File: config.mk
export PLATFORM = sky130hd
export DESIGN_NAME = regfile_wb_arbiter
export DESIGN_NICKNAME = d
export VERILOG_FILES = /design/src/rtl/regfile_wb_arbiter.sv
export SDC_FILE = /design/constraint.sdc
export NUM_CORES = 1
export LEC_CHECK = 0
export BUFFER_PORTS_ARGS = -buffer_cell sky130_fd_sc_hd__buf_2
export CORE_MARGIN = 2
export CORE_UTILIZATION = 40
export CTS_CLUSTER_SIZE = 12
export DETAILED_ROUTE_END_ITERATION = 12
export PLACE_DENSITY = 0.76
export RECOVER_POWER = 50
export SYNTH_ARGS = -nofsm -noshare
export SYNTH_HDL_FRONTEND = slang
export SYNTH_SLANG_ARGS = --single-unit
File: constraint.sdc
create_clock -name clk -period 3 [get_ports clk]
set_input_delay 0.3 -clock clk [delete_from_list [all_inputs] [get_ports clk]]
set_output_delay 0.3 -clock clk [all_outputs]
set_load 0.05 [all_outputs]
File: src/rtl/regfile_wb_arbiter.sv
// Round-robin write-port arbiter (ALU vs MEM) plus a 32-step zeroing sweep for register_mem.
// Define REGWB_ZERO_GUARD_EN to suppress the write strobe for any write to address 0.
module regfile_wb_arbiter (
    input  logic        clk,
    input  logic        rst,
    input  logic        alu_req,
    input  logic [4:0]  alu_addr,
    input  logic [31:0] alu_data,
    output logic        alu_ack,
    input  logic        mem_req,
    input  logic [4:0]  mem_addr,
    input  logic [31:0] mem_data,
    output logic        mem_ack,
    input  logic        clr_req,
    output logic        busy,
    output logic        clr_done,
    output logic [4:0]  w_reg_addr,
    output logic [31:0] w_data,
    output logic        reg_w
);
    typedef enum logic {S_IDLE = 1'b0, S_CLEAR = 1'b1} state_t;

    state_t      r_state, w_next;
    logic [4:0]  r_cnt;
    logic        r_last_mem;
    logic        r_clr_done;
    logic        r_reg_w;
    logic [4:0]  r_addr;
    logic [31:0] r_data;

    logic        w_alu_grant, w_mem_grant, w_start_clr;
    logic        w_wr_en, w_strobe;
    logic [4:0]  w_wr_addr;
    logic [31:0] w_wr_data;

    always_ff @(posedge clk) begin
        if (rst) r_state <= S_IDLE;
        else     r_state <= w_next;
    end

    always_comb begin
        w_next = r_state;
        case (r_state)
            S_IDLE:  if (clr_req) w_next = S_CLEAR;
            S_CLEAR: if (r_cnt == 5'd31) w_next = S_IDLE;
            default: w_next = S_IDLE;
        endcase
    end

    // Clear request in IDLE beats both requesters; last_grant breaks ties.
    always_comb begin
        w_alu_grant = 1'b0;
        w_mem_grant = 1'b0;
        w_start_clr = 1'b0;
        if (!rst && r_state == S_IDLE) begin
            if (clr_req) begin
                w_start_clr = 1'b1;
            end else begin
                w_alu_grant = alu_req && (!mem_req || r_last_mem);
                w_mem_grant = mem_req && !w_alu_grant;
            end
        end
    end

    assign alu_ack  = w_alu_grant;
    assign mem_ack  = w_mem_grant;
    assign busy     = (r_state == S_CLEAR);
    assign clr_done = r_clr_done;

    always_comb begin
        w_wr_addr = 5'd0;
        w_wr_data = 32'd0;
        if (r_state == S_CLEAR) begin
            w_wr_addr = r_cnt;
        end else if (w_alu_grant) begin
            w_wr_addr = alu_addr;
            w_wr_data = alu_data;
        end else if (w_mem_grant) begin
            w_wr_addr = mem_addr;
            w_wr_data = mem_data;
        end
    end

    assign w_wr_en = w_start_clr || busy || w_alu_grant || w_mem_grant;

`ifdef REGWB_ZERO_GUARD_EN
    assign w_strobe = w_wr_en && (w_wr_addr != 5'd0);
`else
    assign w_strobe = w_wr_en;
`endif

    always_ff @(posedge clk) begin
        if (rst) begin
            r_cnt      <= 5'd0;
            r_last_mem <= 1'b1;
            r_clr_done <= 1'b0;
            r_reg_w    <= 1'b0;
            r_addr     <= 5'd0;
            r_data     <= 32'd0;
        end else begin
            r_reg_w    <= w_strobe;
            r_clr_done <= busy && (r_cnt == 5'd31);
            if (w_wr_en) begin
                r_addr <= w_wr_addr;
                r_data <= w_wr_data;
            end
            // Counter wraps 31 -> 0 naturally as the sweep exits.
            if (w_start_clr)  r_cnt <= 5'd1;
            else if (busy)    r_cnt <= r_cnt + 5'd1;
            if (w_alu_grant)      r_last_mem <= 1'b0;
            else if (w_mem_grant) r_last_mem <= 1'b1;
        end
    end

    assign w_reg_addr = r_addr;
    assign w_data     = r_data;
    assign reg_w      = r_reg_w;
endmodule
==> results of run 1 <==
cell type report:
| class | count | share of cell area |
|---|---|---|
| Tap cell | 67 | 0.0324 |
| Clock inverter | 3 | 0.00821 |
| Clock buffer | 5 | 0.0266 |
| Multi-Input combinational cell | 117 | 0.349 |
| Inverter | 5 | 0.00724 |
| Sequential cell | 46 | 0.355 |
| Timing Repair Buffer | 123 | 0.222 |
cells by family (layout without fill, tap and decap cells):
group,Yosys count,count (layout),synth area share
XOR/XNOR,2,2,0.00898
flip-flops,46,46,0.472
AO/OA/AOI/OAI,55,55,0.255
AND/OR/NAND/NOR,58,58,0.182
buffers and inverters,25,136,0.0693
adder cells (fa/ha/maj),2,2,0.0128
path summary, 6_finish.rpt:
check | end | slack (ps)
max | mem_ack | 680
min | w_reg_addr[1] | 210
max reg2reg | w_data[19] | 1020
min reg2reg | w_reg_addr[2] | 500
power groups by stage:
stage	registers, mW	clock network, mW	logic [mW]
after global routing	0.662	0.411	0.251
after global placement	0.671	0	0.239
final	0.658	0.375	0.234
after detailed placement	0.671	0	0.242
after floorplan	0.749	0	0.0737
after CTS	0.658	0.384	0.242
critical path, stage by stage (launching register included):
cell,delay [ps]
dfxtp_1,530
nor3_4,300
and2_1,520
buf_2,370
stage by stage:
| stage | instances | total power, mW |
|---|---|---|
| global route | 366 | 1.32 |
| floorplan | 188 | 0.823 |
| global placement | 358 | 0.910 |
| CTS | 366 | 1.28 |
| finish | 366 | 1.27 |
| detailed placement | 358 | 0.913 |
Yosys cell counts (2+ instances only):
| cell type | number |
|---|---|
| o211ai_1 | 3 |
| nand3_1 | 4 |
| buf_2 | 3 |
| nor2_1 | 5 |
| a31oi_1 | 3 |
| ha_1 | 2 |
| a211o_1 | 2 |
| buf_6 | 5 |
| a21oi_1 | 5 |
| a32o_1 | 2 |
| nor3b_1 | 3 |
| a221o_1 | 36 |
| a211oi_1 | 3 |
| nand4_1 | 3 |
| clkbuf_1 | 12 |
| inv_1 | 5 |
| and2_1 | 2 |
| dfxtp_1 | 46 |
| and3_1 | 35 |
registers in the layout, indices dropped and copies added, names as in the netlist:
name,cells
busy,1
clr_done,1
r_cnt,5
r_last_mem,1
reg_w,1
w_data,32
w_reg_addr,5
routing by layer:
layer	part of all wire	wire length, um
met5	0	0
met4	0.019	102
met3	0.063	334
met2	0.49	2600
met1	0.43	2300
==> impl_results.md, run 1 <==
* DPL Wire Length at 3770 um
* Sequential cell area at 921 um2
* CP arrival at 2020 ps
* Crit path from: busy
* Most common cell after layout, fill and taps aside: buf_2
* Buffers on Ports at 120
* Initial Utilization at 0.413
* Site Rows at 25
* Vias in the first global route at 1833
* CP Launch Type: flip-flop
* RePlAce Congestion at 0.776
* H-Tree Depth at 2
* CP Max Fanout at 21
* Die Ht at 73.8 um
* Postcts setup bufs at 0
* Hold_sp: alu_addr[1]
* CTS Buffer Depth at 2
* Final setup violating endpoints at 0
* Wire length of the first global-routing pass at 8290 um
* Routed len/inst at 14.6 um
* Setup TNS at 0 ps
* Fraction of layout cells with a size suffix above 1 at 0.321
* Pwr Density at 489 nW/um2
* Clk_skew at 5.61 ps
* Final Hold Viols at 0
* Hold path depth at 2
* Fin crit period at 2320 ps
* Clock sinks at 46
* Slew HR at 0.535
* Fillcell total at 464
* DIE AREA at 5450 um2
* Sw frac at 0.306
* Dpl ws at 990 ps
* Core area at 4720 um2
* WHS at 208 ps
* Post-synth top area share at 0.472
* Post-Syn Instances at 188
* CP required at 2700 ps
* CTS tree: done
* Most frequent cells in the layout: 81 x buf_2, 46 x dfxtp_1, 39 x clkbuf_1
* CP endpoint kind: primary output
* Flops & latches, synth at 46
* Initial DRC count at 127
* # nets final at 379
* RSZ-0062 raised after global routing: false
* Pleak at 1.27 nW
* M1 GR Usage at 0.243
* Max Cap Viol at 0
* Synth unique cells at 28
* Yosys warns at 0
* Final worst setup slack at 683 ps
* Io pins at 121
* Met3 Track Usage GR at 0.0466
* Synth area leaders: dfxtp_1 47%, a221o_1 18%, and3_1 11%
* Post-CTS Resized at 0
* Core Util, Final at 0.549
* Worst R2R Path Depth at 4
* Reg clk slew, reported paths at 80 ps
* VDD IR max at 0.000241 V
* ANT cells at 0
* Area occupied by multi-input gates at 903 um2
* Status: finished, final reports clean
* Register area share after synthesis at 0.472
* Cell internal pwr at 0.880 mW
* Clock network fraction of design power at 0.296
* FF-to-FF Start: busy
* Die width at 73.8 um
* GRT Total Usage at 0.199
* Grt met2 use at 0.336
* Synthesized area at 1950 um2
* Post-DRT Antenna Nets at 0
* Worst Setup Path Type: flip-flop to primary output
* DRC Markers at 0
* Largest net degree at the start of global routing at 46
* P&R area growth vs syn at 32.8%
* Initial antenna violation count at 0
* Seq pwr share at 0.519
* Root Buffer: clkbuf_8
* Vias per Instance at 5.40
* TritonCTS Buffers at 5
* F_max at 0.432 GHz
* Mean Syn Cell Area at 10.4 um2
* Switch Pwr at 0.388 mW
* Total gr overflow at 0
* DRT Wirelength at 5340 um
* Part of the power in combinational logic at 0.185
* Max Slew Vio Count at 0
* Fin area at 2590 um2
* Clock latency on the worst-skew pair at 300 ps
* Global routing's busiest layer: met2
* Routed via count at 1976
* Post-Syn Nets at 269
* Number of flops mapped to enable cells by yosys at 0
* Asr flop ratio synth at 0
* DRT Pass-1 Iters at 5
* Period utilisation layout at 0.772
* Min-delay worst type: input pin to flip-flop
* Hold buffer count at cts at 0
* Top_reg_cell synth: dfxtp_1
* Tightest Pin Transition at 696 ps
* Placed cell area at 2550 um2
* Post-synth top area cell: dfxtp_1
Power figures use the tool's default switching activity.
==> run 2, diff against run 1 <==
- clock period: 3 -> 2.4 ns (I/O delays scaled with it)
==> run 2 against run 1 <==
Highest routed layer unchanged. Sequential share of layout area decreased by 0.32 points. Flip-flop and latch count unchanged. Hold slack got worse by 46 ps.
==> impl_results.md, run 2 (synthesis results as in run 1) <==
* Die width at 73.8 um (unchanged)
* Slew HR at 0.502 (-0.0336)
* Cell Chain, Critical Path: clkbuf_1, buf_2
* Placed cell area at 2570 um2 (+0.88%)
* Io pins at 121 (unchanged)
* Vias in the first global route at 1869 (+2.0%)
* GRT Total Usage at 0.198 (-0.000791)
* Status: finished, final reports clean
* Sequential cell area at 921 um2 (unchanged)
* Buffers on Ports at 120 (unchanged)
* F_max at 0.532 GHz
* Worst Path Buf+Inv at 2 (+1)
* Tightest Pin Transition at 747 ps (+51.4 ps)
* R2r endpoint: w_reg_addr[3]
* Max Slew Vio Count at 0 (unchanged)
* Min-delay worst type: input pin to flip-flop
* Most common cell after layout, fill and taps aside: buf_2
* Core Util, Final at 0.554 (+0.00503)
* Fraction of layout cells with a size suffix above 1 at 0.325 (+0.00343)
* Initial antenna violation count at 0 (unchanged)
* Worst R2R Path Depth at 4 (unchanged)
* Clock sinks at 46 (unchanged)
* Setup TNS at 0 ps (unchanged)
* Post-CTS Resized at 0 (unchanged)
* Dpl cells at 361 (+0.84%)
* Worst path slowest cell: clkbuf_1
* TritonCTS Buffers at 5 (unchanged)
* Pwr Density at 611 nW/um2 (+25%)
* CP endpoint kind: primary output
* H-Tree Depth at 2 (unchanged)
* VDD IR max at 0.000317 V (+32%)
* Site Rows at 25 (unchanged)
* CP required at 2160 ps (-540 ps)
* Fin area at 2620 um2 (+0.92%)
* ANT cells at 0 (unchanged)
* Hold path depth at 2 (unchanged)
* Final Hold Viols at 0 (unchanged)
* Clock latency on the worst-skew pair at 290 ps (about the same)
* Final worst setup slack at 522 ps (-162 ps)
* Routed via count at 1982 (+0.30%)
* Largest net degree at the start of global routing at 46 (unchanged)
* Hold_sp: alu_addr[0]
* CP arrival at 1640 ps (-380 ps)
* RePlAce Congestion at 0.803 (+3.5%)
* Die Ht at 73.8 um (unchanged)
* RSZ-0062 raised after global routing: false
* Fillcell total at 460 (-0.86%)
* DRT Wirelength at 5180 um (-2.9%)
* Most frequent cells in the layout: 81 x buf_2, 46 x dfxtp_1, 40 x clkbuf_1
* Routed len/inst at 14.0 um (-3.7%)
* FF-to-FF Start: busy
* Max FFs per register at 32 (unchanged)
* Wire length of the first global-routing pass at 8470 um (+2.1%)
* # nets final at 382 (+0.79%)
* Vias per Instance at 5.37 (-0.51%)
* DRT Pass-1 Iters at 4 (-1)
* R2r setup slk at 540 ps (-480 ps)
* DRC Markers at 0 (unchanged)
* Fin cells at 369 (+0.82%)
* CP peak stage delay at 590 ps (+60 ps)
* Core area at 4720 um2 (unchanged)
* Root Buffer: clkbuf_8
* Max Cap Viol at 0 (unchanged)
* Dpl ws at 874 ps (-117 ps)
* Cell family with most CP delay: buffers and inverters
* CTS Buffer Depth at 2 (unchanged)
* Clk_skew at 7.44 ps (+1.84 ps)
* Tot Pwr at 1.60 mW (+26%)
* Worst Setup Path Type: flip-flop to primary output
* Period utilisation layout at 0.783
* Fin crit period at 1880 ps
* Pleak at 1.28 nW (+1.2%)
* Initial Utilization at 0.413 (unchanged)
* DIE AREA at 5450 um2 (unchanged)
* CTS tree: done
* Initial DRC count at 106 (-17%)
* CP Launch Type: flip-flop
* CP Max Fanout at 20 (-4.8%)
* Total gr overflow at 0 (unchanged)
* DPL Wire Length at 3640 um (-3.7%)
* Postcts setup bufs at 0 (unchanged)
* Worst Hold Path EP: w_reg_addr[0]
* Post-DRT Antenna Nets at 0 (unchanged)
* Reg clk slew, reported paths at 80 ps (about the same)
* WHS at 162 ps (-46.3 ps)
* Area occupied by multi-input gates at 903 um2 (unchanged)
* P&R area growth vs syn at 34.1%
* Hold buffer count at cts at 0 (unchanged)
* Final setup violating endpoints at 0 (unchanged)
## run 2: changes by cell type in the layout (fill, tap and decap cells not counted)
cell      before  now
buf_4          3    5
clkbuf_1      39   40
clkbuf_8       5    6
clkinv_4       1    0
## run 2: worst max-delay path by stage
stage	start	to	slack, ps	cells after the start
floorplan	busy	w_data[24]	600	6
global placement	rst	alu_ack	890	4
detailed placement	r_last_mem	w_data[10]	870	4
CTS	r_last_mem	alu_ack	610	3
global route	busy	w_reg_addr[2]	400	4
finish	busy	busy	520	2
## run 2: layout make-up
cell class / count / share of cell area
clock buffers: 6 / 0.0316
multi-input cells: 117 / 0.345
inverters: 5 / 0.00718
flip-flops and latches: 46 / 0.352
clock inverters: 2 / 0.00478
well taps: 67 / 0.0321
repair buffers: 126 / 0.227
## run 2: metal layers
metal  vias up  GRT usage  routed length [um]
li1        961          -                   -
met1       940      0.250                2290
met2        75      0.327                2510
met3         6     0.0425                 315
met4         0     0.0768                  71
met5         -          0                   0
## run 2: power by group
part | internal, mW | switching (mW)
clock | 0.232 | 0.249
sequential | 0.798 | 0.0190
combinational | 0.0988 | 0.201
